$ cat config.mk
export PLATFORM = sky130hd
export DESIGN_NAME = mem_arbiter
export DESIGN_NICKNAME = d
export VERILOG_FILES = /design/src/rtl/mem_arb_pkg.sv /design/src/rtl/mem_arb_assemble.sv /design/src/rtl/mem_arbiter.sv
export SDC_FILE = /design/constraint.sdc
export NUM_CORES = 1
export LEC_CHECK = 0
export ABC_AREA = 1
export BUFFER_PORTS_ARGS = -buffer_cell sky130_fd_sc_hd__buf_2
export CELL_PAD_IN_SITES_DETAIL_PLACEMENT = 2
export CELL_PAD_IN_SITES_GLOBAL_PLACEMENT = 2
export CORE_ASPECT_RATIO = 1.75
export CORE_MARGIN = 1
export CORE_UTILIZATION = 27
export DETAILED_ROUTE_END_ITERATION = 10
export PLACE_DENSITY_LB_ADDON = 0.1
export SETUP_SLACK_MARGIN = 0.5
export SLEW_MARGIN = 0
export SYNTH_ARGS = -nofsm -noshare
export SYNTH_HDL_FRONTEND = slang
export SYNTH_SLANG_ARGS = --single-unit
$ cat constraint.sdc
create_clock -name clk_in -period 2.3 [get_ports clk_in]
set_input_delay 0.46 -clock clk_in [delete_from_list [all_inputs] [get_ports clk_in]]
set_output_delay 0.46 -clock clk_in [all_outputs]
set_load 0.02 [all_outputs]
$ cat src/rtl/mem_arb_pkg.sv
// mem_arb_pkg: shared state encoding, length constants, stall indices and
// length decode for the byte-wide RAM port arbiter.
package mem_arb_pkg;

  localparam int unsigned DATA_W = 32;
  localparam int unsigned BYTE_W = 8;
  localparam int unsigned CNT_W  = 3;
  localparam int unsigned LANE_W = 2;

  typedef enum logic [1:0] {
    IDLE   = 2'd0,
    IF_RD  = 2'd1,
    MEM_RD = 2'd2,
    MEM_WR = 2'd3
  } arb_state_e;

  localparam logic [CNT_W-1:0] LEN_B = 3'd1;
  localparam logic [CNT_W-1:0] LEN_H = 3'd2;
  localparam logic [CNT_W-1:0] LEN_W = 3'd4;

  // Bit positions in the stall controller's freeze vector.
  localparam int unsigned STALL_PC    = 0;
  localparam int unsigned STALL_IF_ID = 1;

  // Any length other than 1 or 2 bytes is a full word.
  function automatic logic [CNT_W-1:0] len_bytes(input logic [CNT_W-1:0] len);
    case (len)
      LEN_B:   len_bytes = LEN_B;
      LEN_H:   len_bytes = LEN_H;
      default: len_bytes = LEN_W;
    endcase
  endfunction

endpackage

$ cat src/rtl/mem_arb_assemble.sv
// mem_arb_assemble: byte-lane shift-in register shared by IF and MEM reads.
// word_c already contains the byte being loaded this cycle so the caller can
// register the finished word on the same edge as the last byte.
module mem_arb_assemble
  import mem_arb_pkg::*;
(
  input  logic              clk,
  input  logic              rst,
  input  logic              clr,
  input  logic              load,
  input  logic [LANE_W-1:0] lane,
  input  logic [BYTE_W-1:0] din,
  output logic [DATA_W-1:0] word_c
);

  logic [DATA_W-1:0] acc;
  logic [DATA_W-1:0] merged;

  // Merge the incoming byte into its lane; untouched lanes stay zero after clr.
  always_comb begin
    merged = acc;
    if (load) begin
      merged[{lane, 3'b000} +: BYTE_W] = din;
    end
  end

  // Accumulator: cleared at the start of every read.
  always_ff @(posedge clk) begin
    if (rst || clr) begin
      acc <= '0;
    end else begin
      acc <= merged;
    end
  end

  assign word_c = merged;

endmodule

$ cat src/rtl/mem_arbiter.sv
// mem_arbiter: serialises IF word fetches and MEM 1/2/4-byte loads/stores onto
// a single byte-wide synchronous RAM port. MEM has priority; a taken branch
// cancels an in-flight fetch. Optional tracing under MEM_ARB_TRACE_EN.
module mem_arbiter
  import mem_arb_pkg::*;
#(
  parameter int unsigned ADDR_W = 32
) (
  input  logic              clk_in,
  input  logic              rst_in,
  input  logic              rdy_in,
  input  logic              branch_or_not,
  input  logic              if_req,
  input  logic [ADDR_W-1:0] if_addr,
  output logic [DATA_W-1:0] if_data,
  output logic              if_done,
  output logic              if_stall_req,
  input  logic              mem_req,
  input  logic              mem_we,
  input  logic [CNT_W-1:0]  mem_len,
  input  logic [ADDR_W-1:0] mem_addr,
  input  logic [DATA_W-1:0] mem_wdata,
  output logic [DATA_W-1:0] mem_rdata,
  output logic              mem_done,
  output logic              mem_stall_req,
  input  logic [BYTE_W-1:0] ram_din,
  output logic [BYTE_W-1:0] ram_dout,
  output logic [ADDR_W-1:0] ram_a,
  output logic              ram_wr
);

  arb_state_e        state_q, state_n;
  logic [CNT_W-1:0]  cnt_q, cnt_n;
  logic [CNT_W-1:0]  nbytes_q, nbytes_n;
  logic [ADDR_W-1:0] base_q, base_n;
  logic [ADDR_W-1:0] ram_a_q, ram_a_n;
  logic [BYTE_W-1:0] ram_dout_q, ram_dout_n;
  logic              ram_wr_q, ram_wr_n;
  logic [DATA_W-1:0] if_data_q, if_data_n;
  logic [DATA_W-1:0] mem_rdata_q, mem_rdata_n;
  logic              if_done_q, if_done_n;
  logic              mem_done_q, mem_done_n;

  logic              asm_clr, asm_load;
  logic [LANE_W-1:0] asm_lane;
  logic [DATA_W-1:0] asm_word;
  logic [BYTE_W-1:0] wr_byte;
  logic              last_rd;

  // cnt counts addresses issued; data for byte k arrives when cnt == k+2.
  assign asm_lane = LANE_W'(cnt_q - 3'd2);
  assign last_rd  = (cnt_q == CNT_W'(nbytes_q + 3'd1));
  assign wr_byte  = BYTE_W'(mem_wdata >> {cnt_q[1:0], 3'b000});

  mem_arb_assemble u_assemble (
    .clk    (clk_in),
    .rst    (rst_in),
    .clr    (asm_clr),
    .load   (asm_load),
    .lane   (asm_lane),
    .din    (ram_din),
    .word_c (asm_word)
  );

  // State register and registered outputs.
  always_ff @(posedge clk_in) begin
    if (rst_in) begin
      state_q     <= IDLE;
      cnt_q       <= '0;
      nbytes_q    <= '0;
      base_q      <= '0;
      ram_a_q     <= '0;
      ram_dout_q  <= '0;
      ram_wr_q    <= 1'b0;
      if_data_q   <= '0;
      mem_rdata_q <= '0;
      if_done_q   <= 1'b0;
      mem_done_q  <= 1'b0;
    end else begin
      state_q     <= state_n;
      cnt_q       <= cnt_n;
      nbytes_q    <= nbytes_n;
      base_q      <= base_n;
      ram_a_q     <= ram_a_n;
      ram_dout_q  <= ram_dout_n;
      ram_wr_q    <= ram_wr_n;
      if_data_q   <= if_data_n;
      mem_rdata_q <= mem_rdata_n;
      if_done_q   <= if_done_n;
      mem_done_q  <= mem_done_n;
    end
  end

  // Next-state and next-output logic; everything holds while rdy_in is low.
  always_comb begin
    state_n     = state_q;
    cnt_n       = cnt_q;
    nbytes_n    = nbytes_q;
    base_n      = base_q;
    ram_a_n     = ram_a_q;
    ram_dout_n  = ram_dout_q;
    ram_wr_n    = ram_wr_q;
    if_data_n   = if_data_q;
    mem_rdata_n = mem_rdata_q;
    if_done_n   = if_done_q;
    mem_done_n  = mem_done_q;
    asm_clr     = 1'b0;
    asm_load    = 1'b0;

    if (rdy_in) begin
      if_done_n  = 1'b0;
      mem_done_n = 1'b0;
      ram_wr_n   = 1'b0;
      case (state_q)
        IDLE: begin
          // The done cycle still sees the finished request held high.
          if (!if_done_q && !mem_done_q) begin
            if (mem_req) begin
              base_n   = mem_addr;
              nbytes_n = len_bytes(mem_len);
              ram_a_n  = mem_addr;
              cnt_n    = 3'd1;
              asm_clr  = 1'b1;
              if (mem_we) begin
                state_n    = MEM_WR;
                ram_dout_n = mem_wdata[BYTE_W-1:0];
                ram_wr_n   = 1'b1;
              end else begin
                state_n = MEM_RD;
              end
            end else if (if_req && !branch_or_not) begin
              base_n   = if_addr;
              nbytes_n = LEN_W;
              ram_a_n  = if_addr;
              cnt_n    = 3'd1;
              asm_clr  = 1'b1;
              state_n  = IF_RD;
            end
          end
        end
        IF_RD, MEM_RD: begin
          if (state_q == IF_RD && branch_or_not) begin
            state_n = IDLE;
            cnt_n   = '0;
          end else begin
            cnt_n = cnt_q + 3'd1;
            if (cnt_q < nbytes_q) begin
              ram_a_n = base_q + ADDR_W'(cnt_q);
            end
            if (cnt_q >= 3'd2) begin
              asm_load = 1'b1;
            end
            if (last_rd) begin
              state_n = IDLE;
              cnt_n   = '0;
              if (state_q == IF_RD) begin
                if_done_n = 1'b1;
                if_data_n = asm_word;
              end else begin
                mem_done_n  = 1'b1;
                mem_rdata_n = asm_word;
              end
            end
          end
        end
        MEM_WR: begin
          if (cnt_q < nbytes_q) begin
            ram_a_n    = base_q + ADDR_W'(cnt_q);
            ram_dout_n = wr_byte;
            ram_wr_n   = 1'b1;
            cnt_n      = cnt_q + 3'd1;
          end else begin
            state_n    = IDLE;
            cnt_n      = '0;
            mem_done_n = 1'b1;
          end
        end
        default: begin
          state_n = IDLE;
          cnt_n   = '0;
        end
      endcase
    end
  end

  assign ram_a         = ram_a_q;
  assign ram_dout      = ram_dout_q;
  assign ram_wr        = ram_wr_q & rdy_in;
  assign if_data       = if_data_q;
  assign if_done       = if_done_q & ~branch_or_not;
  assign mem_rdata     = mem_rdata_q;
  assign mem_done      = mem_done_q;
  assign if_stall_req  = if_req & ~if_done;
  assign mem_stall_req = mem_req & ~mem_done;

`ifdef MEM_ARB_TRACE_EN
  logic [31:0] if_xact_cnt;
  logic [31:0] mem_xact_cnt;
  logic [31:0] cancel_cnt;

  // Transaction and cancellation counters with a trace line per completion.
  always_ff @(posedge clk_in) begin
    if (rst_in) begin
      if_xact_cnt  <= '0;
      mem_xact_cnt <= '0;
      cancel_cnt   <= '0;
    end else if (rdy_in) begin
      if (if_done_n) begin
        if_xact_cnt <= if_xact_cnt + 32'd1;
        $display("mem_arb: IF  addr=%h data=%h", base_q, if_data_n);
      end
      if (mem_done_n) begin
        mem_xact_cnt <= mem_xact_cnt + 32'd1;
        $display("mem_arb: %s addr=%h data=%h", (state_q == MEM_WR) ? "ST " : "LD ",
                 base_q, (state_q == MEM_WR) ? mem_wdata : mem_rdata_n);
      end
      if (state_q == IF_RD && branch_or_not) begin
        cancel_cnt <= cancel_cnt + 32'd1;
      end
    end
  end
`endif

endmodule

* After elaboration in Yosys (flattened, before gate mapping)
Index checks and enable logic that the tools add are counted.
Word-level totals: flip-flop bits (word level) 179, input port bits 114, output and inout bits 109, logic and storage cells 117
Operators by class: $add $sub $neg 5, magnitude comparators 2, equality and inequality tests 14, shift operators 3, mux-type cells 54, bitwise logic cells 9, reduce and logical (&&, ||, !) cells 18
Operators with widths (number):
- 32-bit 2-to-1 mux | 6
- 32-bit one-hot mux with 3 select lines | 1
- 32-bit by 3-bit adder with 32-bit output | 1
- 32-bit bitwise mux | 1
- 8-bit 2-to-1 mux | 4
- 8-bit by 7-bit variable shift with 32-bit output (first input constant) | 1
- 8-bit by 7-bit variable part select with 32-bit output | 1
- 32-bit by 5-bit >> shifter with 8-bit output | 1
- 3-bit 2-to-1 mux | 8
- 1-bit 2-to-1 mux | 22
- 8-bit one-hot mux with 2 select lines | 1
- 5-bit AND reduction | 3
- 2-bit 2-to-1 mux | 6
- 2-bit != test (second input constant) | 6
- 3-bit one-hot mux with 3 select lines | 1
- 4-bit AND reduction | 2
- 5-bit negator with 7-bit output | 1
- 3-bit by 1-bit adder with 3-bit output (second input constant) | 2
- 3-bit != test (second input constant) | 2
- 2-bit one-hot mux with 3 select lines | 1
- 3-bit one-hot mux with 2 select lines | 1
- 6-bit AND reduction | 1
- 1-bit NOT | 5
- 1-bit AND | 4
- other kinds (16) | 23

* Longest topological paths before layout
Gate-level depths: netlist (run 1).
depth after elaboration 8, gate-level depth with buffers 13, gate-level depth less buffers 12

* Hierarchy
Synthesis (run 1) repeated with hierarchy kept, for this count alone.
Unflattened totals: cells, all modules 1324, area total of the unflattened synthesis 9202.6 um2
By module, submodules not included:
- mem_arbiter | instances 1, cells an instance 1096, area an instance 7703.6 um2, sequential area each 2942.8 um2
- mem_arb_assemble | instances 1, cells an instance 228, area an instance 1498.9 um2, sequential area each 640.6 um2

* Worst setup path after synthesis (run 1)
No wires, ideal clock.
kind reg-to-reg, from register cnt_q[0], to register mem_rdata_q[19] (netlist: mem_rdata[19]), data arrival time 2.131 ns, path slack 0.110 ns, cell stages (with the launch flop) 14, buffers on the path 3, cell sequence dfxtp_1 buf_2 inv_1 buf_2 ha_1 buf_2 nor2_1 inv_1 nor2_4 nand2_1 nand2_1 o21ai_0 o21ai_0 and2_1
On the way: word-level cells in the longest chain between the ends 6, elaborated cells on any way between the ends 13, those cells by class add/sub: 2; order compare: 1; eq/ne: 1; shift: 2; mux: 6; reduce/logical: 1
Ends and longest elaborated chain:
- from (decl) | RTL line mem_arbiter.sv:33 | logic [CNT_W-1:0] cnt_q, cnt_n;
- from (signal assigned) | RTL line mem_arbiter.sv:81 | cnt_q <= cnt_n;
- parallel branches: the longest is 6 deep, another holds 5-bit negator with 7-bit output
- to (signal assigned) | RTL line mem_arbiter.sv:88 | mem_rdata_q <= mem_rdata_n;
- to (decl) | RTL line mem_arbiter.sv:40 | logic [DATA_W-1:0] mem_rdata_q, mem_rdata_n;
Parallel ways; which one is timed is not known. A chain may end at the register's enable or synchronous reset.

* Final worst setup path (run 1)
from register state_q[0], to register if_data_q[14] (netlist: if_data[14])
On the way: word-level cells in the longest chain between the ends 6, elaborated cells on any way between the ends 10, those cells by class eq/ne: 2; mux: 4; bitwise: 1; reduce/logical: 3
Ends and longest elaborated chain:
- from (decl) | RTL line mem_arbiter.sv:32 | arb_state_e state_q, state_n;
- from (signal assigned) | RTL line mem_arbiter.sv:80 | state_q <= state_n;
- 2-bit by 1-bit == test with 1-bit output | RTL line mem_arbiter.sv:114, mem_arbiter.sv:142, mem_arbiter.sv:156
- 1-bit logical AND | RTL line mem_arbiter.sv:142 | if (state_q == IF_RD && branch_or_not) begin
- 1-bit 2-to-1 mux | RTL line mem_arbiter.sv:142
- 1-bit 2-to-1 mux | RTL line mem_arbiter.sv:114 | case (state_q)
- 1-bit 2-to-1 mux | RTL line mem_arbiter.sv:110 | if (rdy_in) begin
- 32-bit 2-to-1 mux | RTL line mem_arb_assemble.sv:22 | if (load) begin
- to (signal assigned) | RTL line mem_arbiter.sv:87 | if_data_q <= if_data_n;
- to (decl) | RTL line mem_arbiter.sv:39 | logic [DATA_W-1:0] if_data_q, if_data_n;
Several ways; a longest one is shown, not always the timed one.

==> results of run 1 <==
per-stage QoR:
| step | cells | instance area (sq um) | setup WS [ns] | total power, mW | util |
|---|---|---|---|---|---|
| 2_1_floorplan | 1344 | 9562 | 0.4390 | 4.883 | - |
| 3_3_place_gp | 1998 | 11180 | 0.2117 | 5.728 | 0.3256 |
| 3_5_place_dp | 1998 | 11180 | 0.2079 | 5.777 | 0.3256 |
| 4_1_cts | 2061 | 12800 | 0.4355 | 9.215 | 0.3727 |
| 5_1_grt | 2087 | 13620 | 0.3004 | 10.10 | 0.3965 |
| 6_report | 2087 | 13620 | 0.3993 | 9.673 | 0.3965 |
metal layers:
layer | routed length [um] | up-vias | part of all wire
met5 | 24 | - | 0.00053
met4 | 2603 | 4 | 0.058
met3 | 962 | 92 | 0.021
met2 | 27050 | 176 | 0.60
met1 | 14280 | 5077 | 0.32
li1 | - | 4832 | -
worst reg2reg max path: stages (launching register included):
cell and delay (ns):
dfxtp_4 0.39, inv_4 0.05, ha_4 0.29, nand3_4 0.11
nor2_4 0.28, nand2_4 0.17, inv_8 0.13, nand2_1 0.08
nand2_1 0.12, nand2_1 0.07, a21oi_1 0.15
synthesized netlist by cell type, types with 2 or more instances:
cell type  instances  area, sq um
o21a_1            29        217.7
inv_1            145        544.3
xnor2_1            4        35.03
dfxtp_1          179         3583
a31oi_1            8        50.05
and3_1             3        18.77
buf_4             10        75.07
buf_6              4        45.04
clkbuf_1          30        112.6
xor2_1            11        96.34
a21oi_1          109        545.5
o21ai_1           12        60.06
nand3_1           63        315.3
nor2_4             2        22.52
o21ai_2           18        157.7
mux2i_1           16        160.2
buf_12             2        40.04
nor2_1           170        638.1
nand2_4            4        45.04
nand2_1          314         1179
inv_2              4        15.01
nor3_2             2        20.02
buf_8              2        30.03
a211oi_1          13        97.59
a21oi_2           18        157.7
inv_4              5        31.28
nand3_2            4        40.04
nand2_2           18        112.6
o21ai_0           68        340.3
ha_1              18        225.2
nor2_2             3        18.77
nand4_1            9        56.30
nor3_1            14        70.07
buf_2             18        90.09
buf_1              3        11.26
cell type report:
class,instances,area (sq um)
multi-input cells,941,5817
fillers,4025,20730
inverters,155,656.9
repair inverters,3,38.79
clock inverters,14,141.4
flip-flops and latches,179,3616
repair buffers,317,2335
well taps,460,575.6
clock buffers,18,439.2
flip-flops by register name (all words and copies together), names as in the netlist:
register and count:
base_q 32, cnt_q 3, if_data 32, if_done_q 1
mem_done 1, mem_rdata 32, nbytes_q 3, ram_a 32
ram_dout 8, ram_wr_q 1, state_q 2, u_assemble.acc 32
timing repair:
item / CTS / global route
gates resized for setup: 161 / 144
pin swaps: 36 / 50
cloned: 7 / 12
setup endpoints to repair: 166 / 139
buffers inserted: 24 / 14
power breakdown:
| part | total, mW | internal, mW | leakage [nW] | switching, mW |
|---|---|---|---|---|
| Sequential | 3.59 | 3.35 | 1.46 | 0.238 |
| Combinational | 3.04 | 1.19 | 4.16 | 1.85 |
| Clock | 3.04 | 1.56 | 0.284 | 1.49 |
kinds of logic after synthesis:
kind of cell               count (synthesis)  share of synthesized area
AOI/OAI and AO/OA                        279                     0.1772
and+or+nand+nor                          612                     0.2782
adders and majority gates                 19                    0.02609
DFF                                      179                     0.3813
muxes                                     16                    0.01704
xor gates and xnor gates                  15                    0.01398
buffers and inverters                    224                     0.1062
worst paths after layout:
path,startpoint,to,slack [ns]
max,state_q[0]$_SDFFE_PP0P_,if_data[14]$_SDFFE_PP0P_,0.40
min,if_addr[15],base_q[15]$_SDFFE_PP0P_,0.33
max reg2reg,state_q[0]$_SDFFE_PP0P_,if_data[14]$_SDFFE_PP0P_,0.40
min reg2reg,ram_a[27]$_SDFFE_PP0P_,ram_a[27]$_SDFFE_PP0P_,0.46
==> results.cfg, run 1 <==
[flow_run]
drv_cap = 0

[grt]
gr-total-overflow = 0
grtUsageTotal = 0.2399
met3_usage = 0.03095
antenna_found_initial = 2
grt_pass1_wl_mm = 63.20
use_met1 = 0.2111
grt_pass1_vias = 11080
grt_max_degree = 89
top_usage_layer = met2
grtUsageMet2 = 0.5022

[cts]
tritoncts = done
h-tree-depth = 4
hold_buffers = 0
cts_root_buf = clkbuf_16
worst_setup_hold_path_clk_slew_ns = 0.08
cts.sinks = 179
clk_latency_ns = 0.46
ctsLongestPathBuffers = 2
cts_buffers = 17

[floorplanning]
start_util = 0.2737
num_rows = 90
io_pins = 223
design.die.area_sq_um = 35590
core_sq_um = 34350
die_width_um = 143.0
die_y_um = 248.8

[route]
firstDrtPassIters = 4
drt-initial-drc-count = 240
wl_per_cell_um = 21.52
vias_per_cell = 4.878
drc = 0
final_antenna_net_count = 0
vias = 10180
wirelength_mm = 44.92

[layout]
insertedDiodeCount = 0
final_common_cell = nand2_1
layout_common_cells = 276 x nand2_1, 221 x buf_2, 165 x dfxtp_1
areaGrowthSynthToFinish_pct = 44.90
drive_above_1_share = 0.3682
final_nets = 1747

[power]
ir_drop_v = 0.0005385
leakage_nw = 5.912
powerDensity_nw_per_um2 = 710.3

[placement]
io_buffers = 222
hpwl_mm = 30.15
gp_congestion = 0.8620

[setup_path]
path_depth = 10
cp_cell_sequence = inv_4 -> ha_4 -> nand3_4 -> nor2_4 -> nand2_4 -> inv_8 -> nand2_1 -> nand2_1 -> nand2_1 -> a21oi_1
crit_fanout = 7
arrival_ns = 2.29
worstSetupStartpointType = flop
cp_slowest_stage_delay_ns = 0.39
critPathSlowestCell = dfxtp_4
path_buf_inv = 2
end_kind = flop
timing.critical_path.mode_cell = nand2_1
path_class = flop to flop
path_delay_family = simple AND/OR/NAND/NOR gates
reg2regPathDepth = 10
cp.required_ns = 2.69

[sta]
setup_viol = 0
hold_viol = 0
hold-worst-slack_ns = 0.3309
maxSlewViolCount = 0
skew_ns = 0.01255
tns_ns = 0
max_freq_mhz = 526.1
rsz0062_at_grt = yes
period_share = 0.8264
fin_crit_ns = 1.901
relSlewSlack = 0.5798
worstMarginPinSlew_ns = 0.6237

[synthesis]
ys_seq_area_frac = 0.3813
ys_types = 47
ys_dominant_reg_cell = dfxtp_1
synth_nets = 1477
yosysWarnings = 0
avgSynthCellArea_sq_um = 6.993
synthArstFlopShare = 0
syn_area_sq_um = 9399
synth-seq-cells = 179
synthCells = 1344
synth-edff-count = 0

[hold_path]
hold_path.class = primary input to flop
holdPathStages = 3

[status]
status = completed
No activity file was read; power rests on OpenSTA's default activity.
==> inputs of run 2 (changes only) <==
==> constraint.sdc (replaced) <==
create_clock -name clk_in -period 1.6 [get_ports clk_in]
set_input_delay 0.32 -clock clk_in [delete_from_list [all_inputs] [get_ports clk_in]]
set_output_delay 0.32 -clock clk_in [all_outputs]
set_load 0.02 [all_outputs]
==> run 2 against run 1 <==
Effect of this change: the flow now finishes with violations (setup timing); clock power is 51% higher; critical path depth is 1 lower; combinational power is 88% higher; sequential power is 44% higher; core utilization is 7.0 points higher; sequential share of layout area is 4.0 points lower; critical endpoint is now ram_a[26]$_SDFFE_PP0P_; die area stayed put; largest cell class unchanged; global-route usage is 3.2 points higher.
==> results.cfg, run 2 (synthesis gave the netlist of run 1 again) <==
[status]
status = finished, violations left
violations = setup timing

[cts]
h-tree-depth = 4
cts_buffers = 17
ctsLongestPathBuffers = 2
cts_root_buf = clkbuf_16
tritoncts = done
clk_latency_ns = 0.48
cts.sinks = 179
worst_setup_hold_path_clk_slew_ns = 0.09

[placement]
placed_area_sq_um = 12550
io_buffers = 222
pre_cts_slack_ns = -0.3693
hpwl_mm = 32.13
place_inst = 2141
gp_congestion = 0.8849

[route]
final_antenna_net_count = 0
drc = 0
drt-initial-drc-count = 297
wirelength_mm = 53.51
wl_per_cell_um = 23.87
firstDrtPassIters = 7
vias_per_cell = 5.029
vias = 11280

[hold_path]
holdPathStages = 3
min_to = base_q[15]$_SDFFE_PP0P_
min_from = mem_addr[15]
hold_path.class = primary input to flop

[setup_path]
cp_cell_sequence = nand2_1 -> nor2_1 -> buf_4 -> inv_1 -> nor3_1 -> nand3b_1 -> nand2_2 -> nand2_1 -> a21oi_1
cp_slowest_stage_delay_ns = 0.46
reg2regPathDepth = 9
critPathSlowestCell = dfxtp_1
path_class = flop to flop
arrival_ns = 2.45
worstSetupStartpointType = flop
cp.required_ns = 2.00
path_delay_family = simple AND/OR/NAND/NOR gates
timing.critical_path.mode_cell = nand2_1
rrSetupSlack_ns = -0.45
end_kind = flop
rr_endpoint = ram_a[26]$_SDFFE_PP0P_
path_buf_inv = 2
r2r_start = base_q[14]$_SDFFE_PP0P_
crit_fanout = 3

[layout]
final_nets = 1900
fin_util = 0.4662
layout_common_cells = 221 x buf_2, 220 x nand2_1, 169 x dfxtp_1
areaGrowthSynthToFinish_pct = 70.34
stdcell_count = 2242
fin_area_sq_um = 16010
final_common_cell = buf_2
drive_above_1_share = 0.5152

[grt]
grt_pass1_wl_mm = 71.25
grt_pass1_vias = 12430
antenna_found_initial = 3
grt_max_degree = 46
gr-total-overflow = 0
grtUsageTotal = 0.2722

[power]
power_mw = 15.45
powerDensity_nw_per_um2 = 965.0
leakage_nw = 6.997
power_frac_comb = 0.369
netSwitchingPower_mw = 6.008
clkPwrFrac = 0.296
ir_drop_v = 0.0008705
swShare = 0.3889
p_seq_frac = 0.335
p_int_mw = 9.442

[sta]
skew_ns = 0.01597
setup_viol = 180
period_share = 1.283
tns_ns = -54.25
max_freq_mhz = 487.1
rsz0062_at_grt = yes
relSlewSlack = 0.6810
fin_crit_ns = 2.053
timing.final.ws_setup_ns = -0.4531
hold_viol = 0
worstMarginPinSlew_ns = 0.4785
hold-worst-slack_ns = 0.1574
maxSlewViolCount = 0

[floorplanning]
die_width_um = 143.0
num_rows = 90
design.die.area_sq_um = 35590
die_y_um = 248.8
io_pins = 223
start_util = 0.2737
core_sq_um = 34350

[flow_run]
drv_cap = 0
## run 2: timing repair
item,CTS,global route
gates resized for setup,294,213
hold buffers,0,0
pin swaps,52,61
cloned,12,9
buffers inserted,22,24
setup endpoints to repair,288,288
## run 2: metal layers
layer / global-route usage / wire [um] / part of all wire
met5: 0 / 13 / 0.00024
met4: 0.1674 / 3301 / 0.062
met3: 0.03460 / 1249 / 0.023
met2: 0.5611 / 31700 / 0.59
met1: 0.2359 / 17250 / 0.32
## run 2: cell type report
type	instances	area, sq um
tap	460	575.6
sequential	179	3606
timing repair inverter	2	17.52
clock buffer	17	425.4
fill	3840	18340
timing repair buffer	471	3951
antenna	2	5.005
multi-input combinational	941	6551
clock inverter	15	201.4
inverter	155	676.9
## run 2: worst max-delay path by stage
stage | start | to | cells after the start
2_1_floorplan | cnt_q[0]$_SDFFE_PP0P_ | mem_rdata[16]$_SDFFE_PP0P_ | 12
3_3_place_gp | cnt_q[1]$_SDFFE_PP0P_ | if_data[29]$_SDFFE_PP0P_ | 11
3_5_place_dp | cnt_q[2]$_SDFFE_PP0P_ | cnt_q[2]$_SDFFE_PP0P_ | 10
4_1_cts | cnt_q[2]$_SDFFE_PP0P_ | ram_dout[6]$_SDFFE_PP0P_ | 12
5_1_grt | state_q[0]$_SDFFE_PP0P_ | mem_rdata[6]$_SDFFE_PP0P_ | 9
6_report | base_q[14]$_SDFFE_PP0P_ | ram_a[26]$_SDFFE_PP0P_ | 9
## run 2: power groups by stage
stage	Clock [mW]	Sequential, mW	Combinational (mW)
3_3_place_gp	0	5.21	3.69
5_1_grt	4.80	5.20	5.99
4_1_cts	4.66	5.14	4.63
3_5_place_dp	0	5.21	3.79
2_1_floorplan	0	5.39	1.82
6_report	4.58	5.17	5.70
## run 2: worst min-delay path, stage by stage
cell	delay (ns)
buf_2	0.10
nand2_1	0.08
a311oi_1	0.09
